[src/rtl/regfile_ctrl_pkg.sv]
// Shared types and sizes for the register file writeback arbiter.
// Holds data/address widths, the arbiter state enum and counter width.
package regfile_ctrl_pkg;

  localparam int DATA_W = 32;
  localparam int ADDR_W = 4;
  localparam int NREG   = 16;
  localparam int CNT_W  = 4;

  typedef enum logic {
    M_PRIO = 1'b0,
    A_PRIO = 1'b1
  } arb_state_e;

endpackage

[src/rtl/rf_scoreboard.sv]
// Pending-write scoreboard, one bit per register; a set on the same bit
// as a clear in one cycle wins. Ports: set/clr strobes + addrs, pending_o.
module rf_scoreboard
  import regfile_ctrl_pkg::*;
(
  input  logic              clk,
  input  logic              clear,
  input  logic              set_i,
  input  logic [ADDR_W-1:0] set_addr_i,
  input  logic              clr_i,
  input  logic [ADDR_W-1:0] clr_addr_i,
  output logic [NREG-1:0]   pending_o
);

  logic [NREG-1:0] pend_q;
  logic [NREG-1:0] pend_d;

  always_comb begin
    pend_d = pend_q;
    if (clr_i) pend_d[clr_addr_i] = 1'b0;
    // applied last: a newer issue keeps the bit outstanding
    if (set_i) pend_d[set_addr_i] = 1'b1;
  end

  always_ff @(posedge clk or negedge clear) begin
    if (!clear) pend_q <= '0;
    else        pend_q <= pend_d;
  end

  assign pending_o = pend_q;

endmodule

[src/rtl/regfile_wb_arbiter.sv]
// Arbitrates ALU (A) and load (M) writebacks onto the regfile write port.
// Ports: A/M valid-ready requests, issue strobe, registered rf_* write, pending.
module regfile_wb_arbiter
  import regfile_ctrl_pkg::*;
#(
  parameter int unsigned STARVE_MAX = 3
) (
  input  logic              clk,
  input  logic              clear,
  input  logic              a_valid,
  output logic              a_ready,
  input  logic [ADDR_W-1:0] a_addr,
  input  logic [DATA_W-1:0] a_data,
  input  logic              m_valid,
  output logic              m_ready,
  input  logic [ADDR_W-1:0] m_addr,
  input  logic [DATA_W-1:0] m_data,
  input  logic              iss_valid,
  input  logic [ADDR_W-1:0] iss_addr,
  output logic              rf_we,
  output logic [ADDR_W-1:0] rf_waddr,
  output logic [DATA_W-1:0] rf_wdata,
  output logic [NREG-1:0]   pending
);

  localparam logic [CNT_W-1:0] SMAX    = CNT_W'(STARVE_MAX);
  localparam logic [CNT_W-1:0] SMAX_M1 = CNT_W'(STARVE_MAX - 1);

  arb_state_e        state_q, state_d;
  logic [CNT_W-1:0]  cnt_q, cnt_d;
  logic              we_q, we_d;
  logic [ADDR_W-1:0] waddr_q, waddr_d;
  logic [DATA_W-1:0] wdata_q, wdata_d;
  logic              a_gnt, m_gnt;

  // readies are gated by clear so they drop the instant reset asserts
  always_comb begin
    a_gnt = 1'b0;
    m_gnt = 1'b0;
    if (clear) begin
      unique case (state_q)
        M_PRIO: begin
          m_gnt = m_valid;
          a_gnt = a_valid && !m_valid;
        end
        A_PRIO: begin
          a_gnt = a_valid;
          m_gnt = m_valid && !a_valid;
        end
        default: ;
      endcase
    end
  end

  assign a_ready = a_gnt;
  assign m_ready = m_gnt;

  always_comb begin
    state_d = state_q;
    cnt_d   = cnt_q;
    if (a_gnt || !a_valid) begin
      cnt_d = '0;
    end else if (cnt_q != SMAX) begin
      cnt_d = cnt_q + 1'b1;
    end
    unique case (state_q)
      M_PRIO: begin
        if (a_valid && !a_gnt && cnt_q == SMAX_M1)
          state_d = A_PRIO;
      end
      A_PRIO: begin
        if (a_gnt || !a_valid)
          state_d = M_PRIO;
      end
      default: state_d = M_PRIO;
    endcase
  end

  // address/data only move on a grant; idle cycles keep the last write
  always_comb begin
    we_d    = a_gnt || m_gnt;
    waddr_d = waddr_q;
    wdata_d = wdata_q;
    if (a_gnt) begin
      waddr_d = a_addr;
      wdata_d = a_data;
    end else if (m_gnt) begin
      waddr_d = m_addr;
      wdata_d = m_data;
    end
  end

  always_ff @(posedge clk or negedge clear) begin
    if (!clear) begin
      state_q <= M_PRIO;
      cnt_q   <= '0;
      we_q    <= 1'b0;
      waddr_q <= '0;
      wdata_q <= '0;
    end else begin
      state_q <= state_d;
      cnt_q   <= cnt_d;
      we_q    <= we_d;
      waddr_q <= waddr_d;
      wdata_q <= wdata_d;
    end
  end

  assign rf_we    = we_q;
  assign rf_waddr = waddr_q;
  assign rf_wdata = wdata_q;

  rf_scoreboard u_sb (
    .clk        (clk),
    .clear      (clear),
    .set_i      (iss_valid),
    .set_addr_i (iss_addr),
    .clr_i      (we_q),
    .clr_addr_i (waddr_q),
    .pending_o  (pending)
  );

endmodule

[config.mk]
export PLATFORM = sky130hd
export DESIGN_NAME = regfile_wb_arbiter
export DESIGN_NICKNAME = d
export VERILOG_FILES = /design/src/rtl/regfile_ctrl_pkg.sv /design/src/rtl/rf_scoreboard.sv /design/src/rtl/regfile_wb_arbiter.sv
export SDC_FILE = /design/constraint.sdc
export NUM_CORES = 1
export LEC_CHECK = 0
export CORE_MARGIN = 2
export CORE_UTILIZATION = 44
export CTS_CLUSTER_SIZE = 24
export DETAILED_ROUTE_END_ITERATION = 10
export GPL_TIMING_DRIVEN = 0
export PLACE_DENSITY = 0.91
export SETUP_SLACK_MARGIN = 0.2
export SLEW_MARGIN = 0
export SYNTH_ARGS = -nofsm -noshare
export SYNTH_HDL_FRONTEND = slang
export SYNTH_HIERARCHICAL = 1
export SYNTH_SLANG_ARGS = --single-unit
export TNS_END_PERCENT = 100
[constraint.sdc]
create_clock -name clk -period 3.18 [get_ports clk]
set_clock_uncertainty 0.1 [all_clocks]
set_input_delay 0.636 -clock clk [delete_from_list [all_inputs] [get_ports clk]]
set_output_delay 0.636 -clock clk [all_outputs]
set_load 0.01 [all_outputs]
# --- Word level (Yosys, flattened, before mapping) ---
# Index checks and enable logic that the tools add are counted.
totals:
  regBits: 58
  inputBits: 81
op_classes:
  n_addsub: 1
  order_cmp: 4
  eq_ne: 2
  n_mux: 19
  bitwise: 4
  reduce_logical: 13
ops:
  columns: ["operator", "n"]
  rows:
  - ["32-bit 2-to-1 mux", 2]
  - ["16-bit 2-to-1 mux", 2]
  - ["16-bit bitwise AND", 1]
  - ["4-bit 2-to-1 mux", 4]
  - ["16-bit NOT", 1]
  - ["16-bit OR", 1]
  - ["4-bit by 5-bit < comparator with 1-bit output (second input constant)", 2]
  - ["1-bit demux with 4-bit select", 2]
  - ["4-bit by 1-bit greater-or-equal comparator with 1-bit output (second input constant)", 2]
  - ["1-bit logical AND", 6]
  - ["1-bit 2-to-1 mux", 6]
  - ["1-bit case mux with 2 select lines", 3]
  - ["4-bit by 1-bit adder with 4-bit output (second input constant)", 1]
  - ["4-bit by 2-bit equality test with 1-bit output (second input constant)", 1]
  - ["4-bit by 2-bit inequality test with 1-bit output (second input constant)", 1]
  - ["2-bit nonzero test", 2]
  - ["1-bit zero test", 3]
  - ["1-bit logical OR", 2]
  - ["1-bit NOT", 1]

# --- Logic depth before layout (Yosys ltp) ---
logic_depth:
  depth_word: 9
  mapped_depth: 5

# --- Modules after synthesis ---
# Netlist, hierarchy kept.
by_module_without_submodules:
  columns: ["module", "n_inst", "cells_per_inst", "area_each_um2"]
  rows:
  - ["regfile_wb_arbiter", 1, 234, 2065.7]
  - ["rf_scoreboard", 1, 69, 691.9]

# --- Worst setup path after synthesis ---
# No wires, ideal clock.
synth_path:
  path_type: "input -> output"
  from: "in m_valid"
  to: "out a_ready"
  arrival_ps: 1238
  required_ps: 2444
  setup_slack_ps: 1206
  stages: 4
  path_cell_list: "and2b_1 -> buf_4 -> buf_6 -> nor2_1"
synth_between:
  elab_chain_len: 4
synth_rtl:
  columns: ["item", "line", "text"]
  rows:
  - ["from (decl)", "regfile_wb_arbiter.sv:14", "input logic m_valid,"]
  - ["1-bit zero test", "regfile_wb_arbiter.sv:44", "a_gnt = a_valid && !m_valid;"]
  - ["1-bit logical AND", "regfile_wb_arbiter.sv:44", null]
  - ["1-bit case mux with 2 select lines", "regfile_wb_arbiter.sv:41", "unique case (state_q)"]
  - ["1-bit 2-to-1 mux", "regfile_wb_arbiter.sv:40", "if (clear) begin"]
  - ["to (decl)", "regfile_wb_arbiter.sv:11", "output logic a_ready,"]
# No other way between the ends.

# --- Final worst setup path ---
# Same ends and word-level chain as after synthesis.

==> impl_metrics.tcl <==
set metrics [dict create \
    status "completed" \
    synthesis.nets 386 \
    critPathMaxFanout 10 \
    cts_tree "done" \
    yosysSeqAreaShare_pct 52.6 \
    fillers 427 \
    worstPathArrival_ns 2.09 \
    hold_violations 0 \
    irDropWorstVdd_v 0.000323 \
    final_common_cell "clkdlybuf4s50_1" \
    ctsHtreeMaxLevel 3 \
    place_congestion 0.865 \
    crit_type "in2out" \
    final_antenna_net_count 0 \
    synth_area_leaders "dfrtp_1, o21ai_0, a31oi_1" \
    fp.dieW_um 83.2 \
    post_cts_buffers 0 \
    worstMarginPinSlew_ns 0.392 \
    worst_hold_slack_ns 0.0604 \
    area.sequential_sq_um 1450 \
    grt_use_total_pct 25.2 \
    multiInputGateArea_sq_um 1180 \
    grt_pass1_wl_mm 14.1 \
    top_layer "met4" \
    start_util_pct 46.0 \
    critPathLaunchType "input port" \
    regToRegStartpoint "cnt_q[0]" \
    r2r-end "cnt_q[0]" \
    finalInstanceArea_sq_um 4450 \
    io_pins 136 \
    power.density_nw_per_um2 530 \
    syn-cell-area_sq_um 2760 \
    wl_met2_mm 4.39 \
    drt-met1-wl_mm 3.53 \
    dp.cells 514 \
    coreArea_sq_um 5990 \
    async_reset_ff_share_pct 100 \
    drive_above_1_share_pct 9.65 \
    nets 534 \
    cp-end-kind "primary output" \
    clock.fmax_ghz 0.354 \
    setup_viol 0 \
    gr-total-overflow 0 \
    yosysWarnings 6 \
    synth_seq_cells 58 \
    wl_met3_um 754 \
    clock_latency_ns 0.33 \
    vias 3033 \
    drtPass1Iterations 4 \
    area_delta_synth_final_pct 61.4 \
    rows 28 \
    detailed_place_hpwl_mm 6.51 \
    layout.cells.non_filler 531 \
    yosys.area.top_type "dfrtp_1" \
    p_total_uw 2360 \
    setup_ws_ns 0.355 \
    placed_area_sq_um 4220 \
    io_buffer_count 135 \
    viasPerCell 5.71 \
    reg2regPathDepth 4 \
    synth-edff-count 0 \
    antennaDiodeCount 0 \
    hold_class "in2async" \
    cts_max_path_buffers 2 \
    clkSinkCount 58 \
    r2r_slack_ns 1.62 \
    avgSynthCellArea_sq_um 9.10 \
    fin_crit_ns 2.82 \
    die_area_sq_um 6920 \
    synth_ff_type "dfrtp_1" \
    first_iter_violations 138 \
    synth.distinct_cells 31 \
    synth_top_cell_area_share_pct 52.6 \
    grt_max_degree 41 \
    grt_pass1_vias 2991 \
    place_ws_ns -0.211 \
    cts_root_buf "clkbuf_8" \
    routed_wl_mm 8.88 \
    syn_inst 303 \
    fin_crit_sh_pct 88.8 \
    antenna_found_initial 0 \
    drv_slew 0 \
    layout_common_cells "clkdlybuf4s50_1, o21ai_0, dfrtp_1" \
    relSlewSlack_pct 73.9 \
    rsz0062_at_grt "no" \
    cap_violations 0 \
    wl_per_cell_um 16.7 \
    p_leak_uw 0.00177 \
    die-height_um 83.2 \
    worst_ep_required_time_ns 2.44 \
    cts.clk_slew.worst_paths_ns 0.06 \
    drcViolationCount 0 \
    numCtsBuffers 9 \
]
[area by class of cell]
class / instances / share of cell area, %
Tap cell: 75 / 2.11
Sequential cell: 58 / 32.6
Multi-Input combinational cell: 219 / 26.5
Clock buffer: 14 / 3.88
Timing Repair Buffer: 137 / 31.6
Buffer: 21 / 2.67
Clock inverter: 2 / 0.225
Inverter: 5 / 0.422
[critical path: stages]
cell	delay, ns
dlygate4sd2_1	0.29
and2b_1	0.20
buf_4	0.18
buf_6	0.14
nor2_1	0.09
clkdlybuf4s50_1	0.54
[how the worst max path moves through the flow]
stage,start,to,slack [ns],depth (start not counted)
finish,m_valid,a_ready,0.36,6
global route,clear,a_ready,0.27,6
CTS,a_valid,a_ready,0.20,5
detailed placement,clear,a_ready,-0.21,6
global placement,clear,a_ready,-2.53,5
floorplan,m_valid,a_ready,1.21,4
[state kept, by name, indices dropped and copies added, names as in the netlist]
name and flops:
cnt_q 4, rf_waddr 4, rf_wdata 32, rf_we 1, state_q 1, u_sb/pending_o 16
[cells in the mapped netlist (all sizes together) (2+ instances only)]
master / number
o21ai: 68
dfrtp: 58
nor2: 44
a21oi: 38
a31oi: 36
buf: 16
clkbuf: 5
inv: 5
nand3: 5
nand2: 4
nand2b: 4
nand3b: 3
ha: 2
nand4: 2
o31ai: 2
or2: 2
or3b: 2
[per-layer routing]
layer	GRT usage [%]	vias to the layer above
li1	-	1401
met1	28.8	1464
met2	43.3	150
met3	8.85	18
met4	9.54	0
met5	0	-
[logic make-up after synthesis]
logic type      count (synthesis)  synth area share [%]
compound gates                145                  28.9
xor+xnor                        2                 0.635
fa+ha+maj                       2                 0.907
buf+inv                        26                  4.90
flops                          58                  52.6
mux                             1                 0.408
simple gates                   69                  11.6
[metrics by stage]
stage	TNS, ns	util, %
global route	0	74.3
CTS	0	73.8
detailed placement	-0.211	70.4
finish	0	74.3
floorplan	0	-
global placement	-99.26	70.2
[timing repair]
| item | 4_1_cts | 5_1_grt |
|---|---|---|
| hold buffers | 0 | 0 |
| endpoints found under the setup margin | 2 | 2 |
| resized for setup | 8 | 1 |
| gates cloned | 0 | 1 |
[where the power goes]
part | switching [uW] | internal, uW
combinational | 334 | 436
clock | 271 | 345
sequential | 90.7 | 882
Note: power is estimated with default switching activity, not from simulation.
